==> src/rtl/usb_tx_serializer.sv <==
// USB full-speed transmit bit engine: SYNC, LSB-first serialisation, bit stuffing,
// NRZI encoding and EOP, advancing one bit per fs_ce strobe.
module usb_tx_serializer #(
   parameter int STUFF_LEN = 6
) (
   input  logic       clk,
   input  logic       rst,
   input  logic       fs_ce,
   input  logic [7:0] DataOut_i,
   input  logic       TxValid_i,
   output logic       TxReady_o,
   output logic       txdp,
   output logic       txdn,
   output logic       txoe
);

   localparam logic [2:0] ST_IDLE = 3'd0;
   localparam logic [2:0] ST_SYNC = 3'd1;
   localparam logic [2:0] ST_DATA = 3'd2;
   localparam logic [2:0] ST_EOP1 = 3'd3;
   localparam logic [2:0] ST_EOP2 = 3'd4;
   localparam logic [2:0] ST_EOPJ = 3'd5;

   localparam int               CNT_W     = $clog2(STUFF_LEN + 1);
   localparam logic [CNT_W-1:0] STUFF_MAX = CNT_W'(STUFF_LEN);
   localparam logic [CNT_W-1:0] CNT_ONE   = CNT_W'(1);
   localparam logic [7:0]       SYNC_BYTE = 8'h80;
   localparam logic [1:0]       LINE_J    = 2'b10;
   localparam logic [1:0]       LINE_SE0  = 2'b00;

   logic [2:0]       state;
   logic [7:0]       shreg;
   logic [2:0]       bit_idx;
   logic [CNT_W-1:0] ones_cnt;
   logic             eop_pend;

   logic             stuff_due;
   logic             cur_bit;
   logic             start_pkt;
   logic             capture;

   // A 0 toggles the differential line, a 1 holds it.
   function automatic logic [1:0] nrzi(input logic [1:0] line, input logic b);
      return b ? line : {~line[1], line[1]};
   endfunction

   always_comb begin
      stuff_due = (ones_cnt == STUFF_MAX);
      cur_bit   = shreg[bit_idx];
      start_pkt = fs_ce && (state == ST_IDLE) && TxValid_i;
      capture   = fs_ce && ((state == ST_SYNC) || (state == ST_DATA)) &&
                  !stuff_due && !eop_pend && (bit_idx == 3'd7) && TxValid_i;
   end

   // Byte shifter holds payload only, so it carries no reset.
   always_ff @(posedge clk) begin
      if (start_pkt) begin
         shreg <= SYNC_BYTE;
      end else if (capture) begin
         shreg <= DataOut_i;
      end
   end

   always_ff @(posedge clk or posedge rst) begin
      if (rst) begin
         state       <= ST_IDLE;
         txdp        <= 1'b1;
         txdn        <= 1'b0;
         txoe        <= 1'b0;
         TxReady_o   <= 1'b0;
         ones_cnt    <= '0;
         bit_idx     <= 3'd0;
         eop_pend    <= 1'b0;
      end else begin
         TxReady_o <= 1'b0;
         if (fs_ce) begin
            case (state)
               ST_IDLE: begin
                  if (TxValid_i) begin
                     state        <= ST_SYNC;
                     txoe         <= 1'b1;
                     {txdp, txdn} <= nrzi({txdp, txdn}, SYNC_BYTE[0]);
                     ones_cnt     <= SYNC_BYTE[0] ? CNT_ONE : '0;
                     bit_idx      <= 3'd1;
                     eop_pend     <= 1'b0;
                  end else begin
                     {txdp, txdn} <= LINE_J;
                     txoe         <= 1'b0;
                     ones_cnt     <= '0;
                  end
               end
               ST_SYNC, ST_DATA: begin
                  // A pending stuff bit pauses the shifter and outranks the EOP.
                  if (stuff_due) begin
                     {txdp, txdn} <= nrzi({txdp, txdn}, 1'b0);
                     ones_cnt     <= '0;
                  end else if (eop_pend) begin
                     {txdp, txdn} <= LINE_SE0;
                     eop_pend     <= 1'b0;
                     state        <= ST_EOP1;
                  end else begin
                     {txdp, txdn} <= nrzi({txdp, txdn}, cur_bit);
                     ones_cnt     <= cur_bit ? ones_cnt + CNT_ONE : '0;
                     bit_idx      <= bit_idx + 3'd1;
                     if (bit_idx == 3'd7) begin
                        if (TxValid_i) begin
                           state     <= ST_DATA;
                           TxReady_o <= 1'b1;
                        end else begin
                           eop_pend  <= 1'b1;
                        end
                     end
                  end
               end
               ST_EOP1: begin
                  {txdp, txdn} <= LINE_SE0;
                  state        <= ST_EOP2;
               end
               ST_EOP2: begin
                  {txdp, txdn} <= LINE_J;
                  state        <= ST_EOPJ;
               end
               ST_EOPJ: begin
                  {txdp, txdn} <= LINE_J;
                  txoe         <= 1'b0;
                  ones_cnt     <= '0;
                  state        <= ST_IDLE;
               end
               default: begin
                  {txdp, txdn} <= LINE_J;
                  txoe         <= 1'b0;
                  ones_cnt     <= '0;
                  eop_pend     <= 1'b0;
                  state        <= ST_IDLE;
               end
            endcase
         end
      end
   end

endmodule

==> config.mk <==
export PLATFORM = sky130hd
export DESIGN_NAME = usb_tx_serializer
export DESIGN_NICKNAME = d
export VERILOG_FILES = /design/src/rtl/usb_tx_serializer.sv
export SDC_FILE = /design/constraint.sdc
export NUM_CORES = 1
export LEC_CHECK = 0
export BUFFER_PORTS_ARGS = -buffer_cell sky130_fd_sc_hd__buf_4
export CORE_UTILIZATION = 40
export DETAILED_ROUTE_END_ITERATION = 8
export GPL_TIMING_DRIVEN = 0
export PLACE_DENSITY = 0.58
export SETUP_SLACK_MARGIN = 0.05
export SYNTH_ARGS = -nofsm -noshare
export SYNTH_HDL_FRONTEND = slang
export SYNTH_SLANG_ARGS = --single-unit
==> constraint.sdc <==
create_clock -name clk -period 2.44 [get_ports clk]
set_input_delay 0.244 -clock clk [delete_from_list [all_inputs] [get_ports clk]]
set_output_delay 0.244 -clock clk [all_outputs]
set_load 0.03 [all_outputs]
# Word level (Yosys, flattened, before mapping)
# Index checks and enable logic that the tools add are counted.
[word_totals]
register_bits = 22
elab_cells = 89
[op_classes]
add_sub_neg = 2
magnitude_cmp = 1
eq_ne = 14
muxes = 37
bitwise = 4
reduce_logical = 22
[op_table]
columns = ["op", "count"]
rows = [
  ["$mux 3", 10],
  ["$mux 1", 18],
  ["$eq 3x3->1 const B", 4],
  ["$pmux 3 s2", 2],
  ["$pmux 3 s4", 1],
  ["$reduce_and 5->1", 2],
  ["$ne 3x3->1 const B", 3],
  ["$logic_and 1x1->1", 7],
  ["$add 3x1->3 const B", 2],
  ["$eq 3x2->1 const B", 2],
  ["$ne 2x2->1 const B", 3],
  ["$pmux 1 s3", 2],
  ["$lt 3x4->1 const B", 1],
  ["$ne 4x4->1 const B", 1],
  ["$not 1->1", 4],
  ["$pmux 1 s2", 2],
  ["$reduce_and 2->1", 2],
  ["$reduce_and 4->1", 1],
  ["$reduce_or 2->1", 2],
  ["$reduce_or 4->1", 1],
  ["$bmux 1 s3", 1],
  ["$eq 3x1->1 const B", 1],
  ["$logic_not 3->1", 1],
  ["$reduce_and 3->1", 1],
  ["5 further kinds", 6],
]

# Depth between registers and ports, before layout
# Gate-level depths: netlist of the first run.
[depth]
ltp_word = 7
mapped_depth = 8
mapped_depth_nobuf = 7

# Worst setup path before layout of the first run
# Ideal clock, no wire load.
[synth_timing]
path_kind = "reg-to-reg"
start = "reg bit_idx[0]"
end = "reg shreg[7]"
setup_time_ns = 0.120
arrival_ns = 1.930
required_time_ns = 2.320
slack_ns = 0.390
stages_incl_launch_ff = 9
path_buffers = 1
path_cell_list = "dfrtp_1 -> ha_1 -> ha_1 -> nor2b_2 -> nand3_2 -> or4b_4 -> buf_6 -> and2_4 -> a211o_1"
[synth_between]
elab_chain_cells = 3
[synth_lines]
columns = ["item", "line", "text"]
rows = [
  ["start, declared", "33", "logic [2:0] bit_idx;"],
  ["start signal, assigned", "104", "bit_idx <= bit_idx + 3'd1;"],
  ["$eq 3x3->1", "52", "!stuff_due && !eop_pend && (bit_idx == 3'd7) && TxValid_i;"],
  ["$logic_and 1x1->1 (2 in series)", "52", ""],
  ["end signal, assigned", "60", "shreg <= DataOut_i;"],
  ["end, declared", "32", "logic [7:0] shreg;"],
]
# No other way between the ends.
# A chain may end at the register's enable or synchronous reset.

# Worst setup path after layout of the first run
# Ends and elaborated chain as after synthesis.

==> reports/results.ini, run 1 <==
[run_status]
status = finished clean

[global_routing]
first_global_vias = 957
grt_max_degree = 15
grt_antenna_before_repair = 0
track_usage_pct = 16.6
grt_pass1_wl_um = 4330
overflow = 0

[setup_path]
cpLargestDelayFamily = simple AND/OR/NAND/NOR gates
critPathArrivalTime_ns = 2.46
slowest_stage = or4b_4
cpMostUsedCell = ha_1
regToRegSetupSlack_ns = 0.19
worstSetupPathType = reg -> reg
crit_chain = ha_1 -> ha_1 -> nor2b_2 -> nand3_2 -> or4b_4 -> buf_6 -> and2_4 -> a211o_1
cp_max_fo = 9
crit_buf_inv = 1
slowest_delay_ns = 0.50
cp-start-kind = flip-flop
end_kind = flip-flop
worstPathRequired_ns = 2.65

[timing]
rsz0062_at_grt = false
tns_ns = 0
timing.slew.headroom_pct = 54.3
worst_pin_slew_ns = 0.677
fin_ws_ns = 0.188
final.min_clock_period_ns = 2.25
hold_viol = 0
max_freq_ghz = 0.444
min_period_over_period_pct = 92.3
finalMaxSlewViolations = 0
final-setup-viol-count = 0
finalClockSkew_ns = 0.0133

[cells_and_area]
drive_gt1_share_pct = 24.4
fin_util_pct = 49.5
synthToLayoutAreaGrowth_pct = 15.5
nNetsFinal = 173
fill_cells = 313
multi_input_area_um2 = 684
final-seq-area_um2 = 512
antenna_cells = 0

[synthesis]
synth.mux.area_fraction_pct = 8.38
yosysSeqAreaShare_pct = 38.5
synth_top_family_by_area = compound AO/OA/AOI/OAI gates
synth_compound_area_share_pct = 22.0
yosysWarnings = 0
synthAdderAreaFrac_pct = 4.61
avgSynthCellArea_um2 = 9.70
synth-xor-area-share_pct = 1.22
async_flop_share_pct = 63.6
synth_top_area_share_pct = 24.5
synthCells = 137
synth_fp_nets = 153
syn_area_mm2 = 0.00133
synth_seq_cells = 22
synthFlopType = dfrtp_1
synth_top_area_cell = dfrtp_1
yosys.cell_types.count = 46
yosys.area_share.simple_pct = 15.3
synthTopCellsByArea = dfrtp_1 (24%), dfxtp_1 (12%), mux2i_1 (7.5%), ha_1 (3.8%), nor2_1 (3.1%)
synth_edf_count = 0

[place]
hpwl_um = 2000
dp_slack_ns = 0.207
port_buffers = 14
gp_congestion = 0.848

[routing]
ant_nets = 0
first_pass_iters = 4
vias = 1097
avgRoutedWirePerCell_um = 13.3
drt-total-wl_um = 2650
via_per_inst = 5.49
drcViolationCount = 0
drt_iter0_drc = 62

[cts]
cts-resized-gates = 0
clk_transition_reported_paths_ns = 0.14
cts_sinks = 22
clock_latency_ns = 0.32
root_buffer = clkbuf_4
cts_tree = built
htree_levels = 1
cts_buffer_depth = 2
cts_buffers = 3

[pwr]
power_density_mw_per_mm2 = 1000
leakagePower_nw = 0.754
peakVddDrop_mv = 0.508

[floorplan]
core_area_mm2 = 0.00310
die_h_um = 59.6
row_count = 20
die_w_um = 59.6
io_pins = 16
start_util_pct = 42.8
die_area_mm2 = 0.00356

[min_path]
min_path_type = in -> reg

[job]
drv_cap = 0

-- state kept, by name, summed over array words and instances, names as in the netlist --
| signal | cells |
|---|---|
| TxReady_o | 1 |
| bit_idx | 3 |
| eop_pend | 1 |
| ones_cnt | 3 |
| shreg | 8 |
| state | 3 |
| txdn | 1 |
| txdp | 1 |
| txoe | 1 |
-- per-layer routing --
layer | up-vias | wire length (um) | GRT usage, %
met5 | - | 0 | 0
met4 | 0 | 19 | 3.99
met3 | 2 | 170 | 4.59
met2 | 34 | 1210 | 25.8
met1 | 528 | 1250 | 22.8
li1 | 533 | - | -
-- synth_stat cells (3+ instances only) --
| cell | n |
|---|---|
| mux2i_1 | 10 |
| dfrtp_1 | 13 |
| a21oi_1 | 6 |
| nand3_1 | 4 |
| a21bo_2 | 4 |
| clkbuf_1 | 4 |
| inv_1 | 9 |
| nand2_1 | 7 |
| ha_1 | 4 |
| nor2b_1 | 5 |
| buf_6 | 3 |
| nor2_1 | 11 |
| nand4_1 | 3 |
| o21ai_0 | 7 |
| dfxtp_1 | 8 |
-- power breakdown --
| group | total [mW] | internal [mW] | switching (mW) |
|---|---|---|---|
| Sequential | 0.555 | 0.475 | 0.0801 |
| Combinational | 0.779 | 0.352 | 0.427 |
| Clock | 0.208 | 0.0912 | 0.117 |
| Total | 1.54 | 0.918 | 0.624 |
-- metrics by stage --
step | instances | area (um^2) | hold WS (ns) | power, mW
after floorplan | 137 | 1330 | 0.133 | 1.16
after global placement | 195 | 1490 | 0.336 | 1.31
after detailed placement | 195 | 1490 | 0.343 | 1.34
after CTS | 200 | 1540 | 0.125 | 1.55
after global routing | 200 | 1540 | 0.139 | 1.67
final | 200 | 1540 | 0.130 | 1.54
-- cells by family after synthesis --
logic type,count (synthesis)
mux,11
buf+inv,20
compound gates,40
simple gates,38
fa+ha+maj,5
flops,22
xor+xnor,1
-- repair_timing --
action	CTS	global route
hold buffers	1	0
buffers inserted	0	0
endpoints found under the hold margin	7	0
-- worst paths after layout --
check,startpoint,endpoint,cells past startpoint
setup / recovery,bit_idx[0],shreg[7],8
max in group asynchronous,rst,txdp,3
hold reg to reg,shreg[0],shreg[0],2
min in group asynchronous,rst,bit_idx[0],3
hold / removal,DataOut_i[7],shreg[7],2
setup reg to reg,bit_idx[0],shreg[7],8
-- area by class of cell --
cell class,count,share of cell area [%]
multi-input cells,95,44.6
flip-flops and latches,22,33.3
repair buffers,15,7.50
plain buffers,11,6.44
well taps,44,3.59
clock buffers,4,2.36
inverters,9,2.20
-- cell usage in the layout (no fill, tap or decap), types with 2 or more instances in the layout --
| cell | instances |
|---|---|
| o22ai_1 | 2 |
| inv_1 | 9 |
| nand4_1 | 3 |
| nor2_1 | 11 |
| clkbuf_4 | 3 |
| dfrtp_1 | 13 |
| clkbuf_1 | 4 |
| a21oi_1 | 6 |
| o21a_1 | 2 |
| a21o_1 | 2 |
| dfxtp_1 | 8 |
| buf_6 | 3 |
| a21bo_2 | 4 |
| o31ai_1 | 2 |
| nor4_1 | 2 |
| o311ai_0 | 2 |
| buf_2 | 2 |
| nand3_1 | 4 |
| mux2i_1 | 10 |
| o31a_1 | 2 |
| nor2b_1 | 5 |
| o21ai_0 | 7 |
| nand2_1 | 7 |
| buf_4 | 15 |
| ha_1 | 4 |
Power figures use the tool's default switching activity.
==> run 2: changes to the inputs <==
- CORE_UTILIZATION: 40 -> 50
- PLACE_DENSITY: 0.58 -> 0.7
==> reports/results.ini, run 2 (synthesis results as in run 1) <==
[min_path]
min_path_type = in -> reg
min_path_cells = 2  ; unchanged
hp-start = DataOut_i[7]
hold-path-endpoint = shreg[7]

[place]
place_inst = 181  ; -7.2%
gp_congestion = 0.886  ; +4.5%
placed_area_mm2 = 0.00147  ; -1.2%
port_buffers = 14  ; unchanged
hpwl_um = 1910  ; -4.4%

[cells_and_area]
drive_gt1_share_pct = 25.0  ; +0.64 points
largest_reg_flops = 8  ; unchanged
top_register = shreg
design_area_mm2 = 0.00152  ; -1.1%
antenna_cells = 0  ; unchanged
synthToLayoutAreaGrowth_pct = 14.3
layout.cells.non_filler = 186  ; -7.0%
fin_util_pct = 60.8  ; +11 points
fill_cells = 226  ; -28%
nNetsFinal = 173  ; unchanged
mostFrequentLayoutCell = buf_4
layout_common_cells = buf_4 (15), dfrtp_1 (12), nor2_1 (11)

[timing]
final-setup-viol-count = 0  ; unchanged
tns_ns = 0  ; unchanged
max_freq_ghz = 0.446  ; +0.43%
hold_viol = 0  ; unchanged
final.min_clock_period_ns = 2.24  ; -0.00959 ns
min_period_over_period_pct = 91.9  ; -0.39 points
finalMaxSlewViolations = 0  ; unchanged
timing.slew.headroom_pct = 54.4  ; +0.13 points
worst_pin_slew_ns = 0.675  ; -0.00188 ns
rsz0062_at_grt = false
finalClockSkew_ns = 0.00916  ; -0.00417 ns

[floorplan]
die_h_um = 53.6  ; -10%
row_count = 18  ; -10%
io_pins = 16  ; unchanged
start_util_pct = 53.2  ; +10 points
die_area_mm2 = 0.00287  ; -19%
core_area_mm2 = 0.00250  ; -19%
die_w_um = 53.6  ; -10%

[global_routing]
grt_pass1_wl_um = 4330  ; -0.16%
overflow = 0  ; unchanged
grt_max_degree = 15  ; unchanged
first_global_vias = 976  ; +2.0%
grt_antenna_before_repair = 0  ; unchanged
track_usage_pct = 21.2  ; +4.6 points

[cts]
root_buffer = clkbuf_4
cts_buffers = 3  ; unchanged
htree_levels = 1  ; unchanged
clock_latency_ns = 0.31  ; about the same
cts_buffer_depth = 2  ; unchanged
cts_tree = built
cts_sinks = 22  ; unchanged
cts_setup_buffers = 0  ; unchanged
clk_transition_reported_paths_ns = 0.13  ; about the same

[setup_path]
regToRegSetupSlack_ns = 0.20  ; about the same
cp_max_fo = 9  ; unchanged
end_kind = flip-flop
r2r_end = shreg[7]
cp-start-kind = flip-flop
critPathArrivalTime_ns = 2.45  ; about the same
worstSetupPathType = reg -> reg
r2r_cells = 8  ; unchanged
setup.worst_path.start = bit_idx[0]
worstPathRequired_ns = 2.64  ; about the same
rr_startpoint = bit_idx[0]

[job]
drv_cap = 0  ; unchanged

[routing]
avgRoutedWirePerCell_um = 13.8  ; +4.3%
first_pass_iters = 4  ; unchanged
drcViolationCount = 0  ; unchanged
via_per_inst = 5.72  ; +4.3%
ant_nets = 0  ; unchanged
drt_iter0_drc = 19  ; -69%
vias = 1064  ; -3.0%
drt-total-wl_um = 2570  ; -3.0%

[pwr]
leakagePower_nw = 0.753  ; -0.10%
peakVddDrop_mv = 0.520  ; +2.3%
power_density_mw_per_mm2 = 1010  ; +1.0%

[run_status]
status = finished clean

run 2: changes by cell type in the layout (fill, tap and decap cells not counted):
| cell | change |
|---|---|
| dfrtp_1 | -1 |
| dfrtp_2 | +1 |
run 2: worst max-delay path by stage:
stage                     endpoint  slack, ns  cells after the start
final                     shreg[7]       0.20                      8
after global placement    shreg[7]       0.23                      8
after global routing      shreg[7]       0.09                      8
after floorplan           shreg[7]       0.39                      8
after detailed placement  shreg[7]       0.19                      8
after CTS                 shreg[7]       0.17                      8
run 2: cell type report:
cell class,count,area [um^2],share of cell area (%)
Inverter,9,33.8,2.22
Clock buffer,4,36.3,2.39
Sequential cell,22,513,33.8
Tap cell,30,37.5,2.47
Buffer,11,98.8,6.51
Timing Repair Buffer,15,115,7.58
Multi-Input combinational cell,95,684,45.1
run 2: per-stage QoR:
| stage | hold slack (ns) | power, mW | setup slack [ns] |
|---|---|---|---|
| detailed placement | 0.325 | 1.34 | 0.191 |
| finish | 0.142 | 1.54 | 0.197 |
| CTS | 0.126 | 1.55 | 0.170 |
| global placement | 0.321 | 1.30 | 0.234 |
| floorplan | 0.133 | 1.16 | 0.390 |
| global route | 0.138 | 1.66 | 0.0875 |
run 2: timing repair:
item	in CTS	in global routing
gates resized for setup	0	1
hold buffers	1	0
endpoints found under the hold margin	13	0
setup endpoints to repair	0	1
run 2: worst max-delay path, cell delays in order (launching register included):
cell and delay, ns:
dfrtp_2 0.44, ha_1 0.17, ha_1 0.19, nor2b_2 0.19
nand3_2 0.12, or4b_4 0.49, buf_6 0.16, and2_4 0.15
a211o_1 0.22
run 2: where the power goes:
| part | switching, mW | internal (mW) | leakage [nW] | total, mW |
|---|---|---|---|---|
| Sequential | 0.0818 | 0.477 | 0.242 | 0.558 |
| Clock | 0.111 | 0.0910 | 0.0210 | 0.202 |
| Combinational | 0.429 | 0.351 | 0.490 | 0.780 |
| Total | 0.621 | 0.919 | 0.753 | 1.54 |
run 2: metal layers:
layer	part of all wire, %	wire [um]	track usage, %
met5	0	0	0
met4	0.47	12	7.89
met3	2.9	75	2.54
met2	49	1270	36.7
met1	47	1210	26.8
==> run 3: changes to the inputs <==
- CORE_UTILIZATION: 50 -> 35
- CTS_CLUSTER_DIAMETER: unset -> 50
- PLACE_DENSITY: 0.7 -> 0.53
==> reports/results.ini, run 3 (synthesis results as in run 1) <==
[floorplan]
io_pins = 16  ; unchanged
start_util_pct = 36.3  ; -17 points
die_w_um = 63.6  ; +19%
core_area_mm2 = 0.00366  ; +46%
die_area_mm2 = 0.00405  ; +41%
die_h_um = 63.6  ; +19%
row_count = 22  ; +4

[pwr]
peakVddDrop_mv = 0.367  ; -29%
seqPwrFrac_pct = 33.8  ; -2.4 points
p_clk_share_pct = 18.8  ; +5.7 points
power_density_mw_per_mm2 = 1050  ; +3.7%
switchingPower_mw = 0.637  ; +2.4%
switching_share_pct = 38.8  ; -1.5 points
comb_power_share_pct = 47.5  ; -3.2 points
internal_power_mw = 1.00  ; +9.2%
leakagePower_nw = 0.763  ; +1.3%

[global_routing]
first_global_vias = 1007  ; +3.2%
gr-usage-met2_pct = 23.1  ; -14 points
grt_max_degree = 15  ; unchanged
grt_antenna_before_repair = 0  ; unchanged
track_usage_pct = 14.8  ; -6.4 points
grt_busiest_layer = met2
overflow = 0  ; unchanged
use_met1_pct = 19.7  ; -7.1 points
use_met3_pct = 2.36  ; -0.19 points
grt_pass1_wl_um = 4600  ; +6.4%

[setup_path]
slowest_delay_ns = 0.49  ; about the same
worstPathRequired_ns = 2.61  ; -0.03 ns
cp_max_fo = 9  ; unchanged
cp-start-kind = flip-flop
slowest_stage = or4b_4
critPathArrivalTime_ns = 2.36  ; -0.09 ns
cpMostUsedCell = ha_1
worstSetupPathType = reg -> reg
r2r_cells = 8  ; unchanged
crit_chain = ha_1 -> ha_1 -> nor2b_2 -> nand3_2 -> or4b_4 -> buf_6 -> and2_4 -> a211o_1
end_kind = flip-flop

[cells_and_area]
layout_common_cells = buf_4 (15), dfrtp_1 (13), nor2_1 (11)
drive_gt1_share_pct = 24.5  ; -0.48 points
antenna_cells = 0  ; unchanged
synthToLayoutAreaGrowth_pct = 17.4
mostFrequentLayoutCell = buf_4
top_register = shreg
nNetsFinal = 172  ; -0.58%
largest_reg_flops = 8  ; unchanged
layout.cells.non_filler = 203  ; +9.1%

[cts]
clock_latency_ns = 0.27  ; -0.04 ns
cts_tree = built
ctsHoldBuffers = 0  ; -1
cts-resized-gates = 0  ; unchanged
cts_setup_buffers = 0  ; unchanged
cts_sinks = 22  ; unchanged
clk_transition_reported_paths_ns = 0.08  ; -0.05 ns
cts_buffers = 3  ; unchanged
cts_buffer_depth = 2  ; unchanged
root_buffer = clkbuf_8
htree_levels = 1  ; unchanged

[timing]
tns_ns = 0  ; unchanged
timing.slew.headroom_pct = 60.7  ; +6.3 points
final-setup-viol-count = 0  ; unchanged
min_period_over_period_pct = 89.9  ; -2.0 points
hold_viol = 0  ; unchanged
finalMaxSlewViolations = 0  ; unchanged
max_freq_ghz = 0.456  ; +2.3%
worst_pin_slew_ns = 0.582  ; -0.0932 ns
rsz0062_at_grt = false
finalClockSkew_ns = 0.00197  ; -0.00718 ns
final.min_clock_period_ns = 2.19  ; -0.0495 ns

[min_path]
min_path_type = in -> async

[place]
gp_congestion = 0.828  ; -6.6%
hpwl_um = 1980  ; +3.3%
place_inst = 199  ; +9.9%
port_buffers = 14  ; unchanged

[run_status]
status = finished clean

[routing]
ant_nets = 0  ; unchanged
drt-total-wl_um = 2610  ; +1.4%
first_pass_iters = 4  ; unchanged
drt_iter0_drc = 16  ; -3
vias = 1034  ; -2.8%
via_per_inst = 5.09  ; -11%
drcViolationCount = 0  ; unchanged
avgRoutedWirePerCell_um = 12.8  ; -7.1%

[job]
drv_cap = 0  ; unchanged

[run 3: final cells by class]
| class | instances | area (um^2) |
|---|---|---|
| Fill cell | 368 | 2100 |
| Inverter | 9 | 33.8 |
| Buffer | 11 | 98.8 |
| Timing Repair Buffer | 14 | 105 |
| Multi-Input combinational cell | 95 | 684 |
| Clock buffer | 4 | 66.3 |
| Sequential cell | 22 | 512 |
| Tap cell | 48 | 60.1 |
[run 3: worst max-delay path, delay by kind of cell, from the launching register on]
| kind | cells | cell delay, ns |
|---|---|---|
| adders and majority gates | 2 | 0.34 |
| buffers and inverters | 1 | 0.16 |
| DFF | 1 | 0.45 |
| and+or+nand+nor | 4 | 0.92 |
| AOI/OAI and AO/OA | 1 | 0.21 |
[run 3: power groups by stage]
stage / Sequential, mW / Clock, mW / Combinational [mW]
finish: 0.554 / 0.308 / 0.779
floorplan: 0.594 / 0 / 0.566
global route: 0.571 / 0.330 / 0.865
CTS: 0.555 / 0.312 / 0.783
global placement: 0.558 / 0 / 0.762
detailed placement: 0.561 / 0 / 0.780
[run 3: stage by stage]
step                worst slack (ns)  total power, mW  hold slack (ns)  cell area (um^2)  utilization (%)
finish                         0.247             1.64           0.0213              1560             42.6
global route                   0.126             1.77           0.0750              1560             42.6
CTS                            0.228             1.65           0.0461              1560             42.6
detailed placement             0.261             1.34            0.342              1490             40.8
global placement               0.259             1.32            0.341              1490             40.8
floorplan                      0.390             1.16            0.133              1330                -
[run 3: worst paths after layout]
| path | startpoint | end | slack [ns] |
|---|---|---|---|
| setup / recovery | bit_idx[0] | shreg[7] | 0.25 |
| setup reg to reg | bit_idx[0] | shreg[7] | 0.25 |
| hold reg to reg | shreg[3] | shreg[3] | 0.51 |
| hold / removal | rst | ones_cnt[0] | 0.02 |
| max in group asynchronous | rst | txdp | 2.05 |
| min in group clk | DataOut_i[7] | shreg[7] | 0.17 |
[run 3: routing by layer]
metal  share of wire [%]  wire, um  up-vias
met4                 1.9        49        0
met1                  51      1320      489
li1                    -         -      526
met3                 2.6        67        5
met2                  45      1170       14
met5                   0         0        -
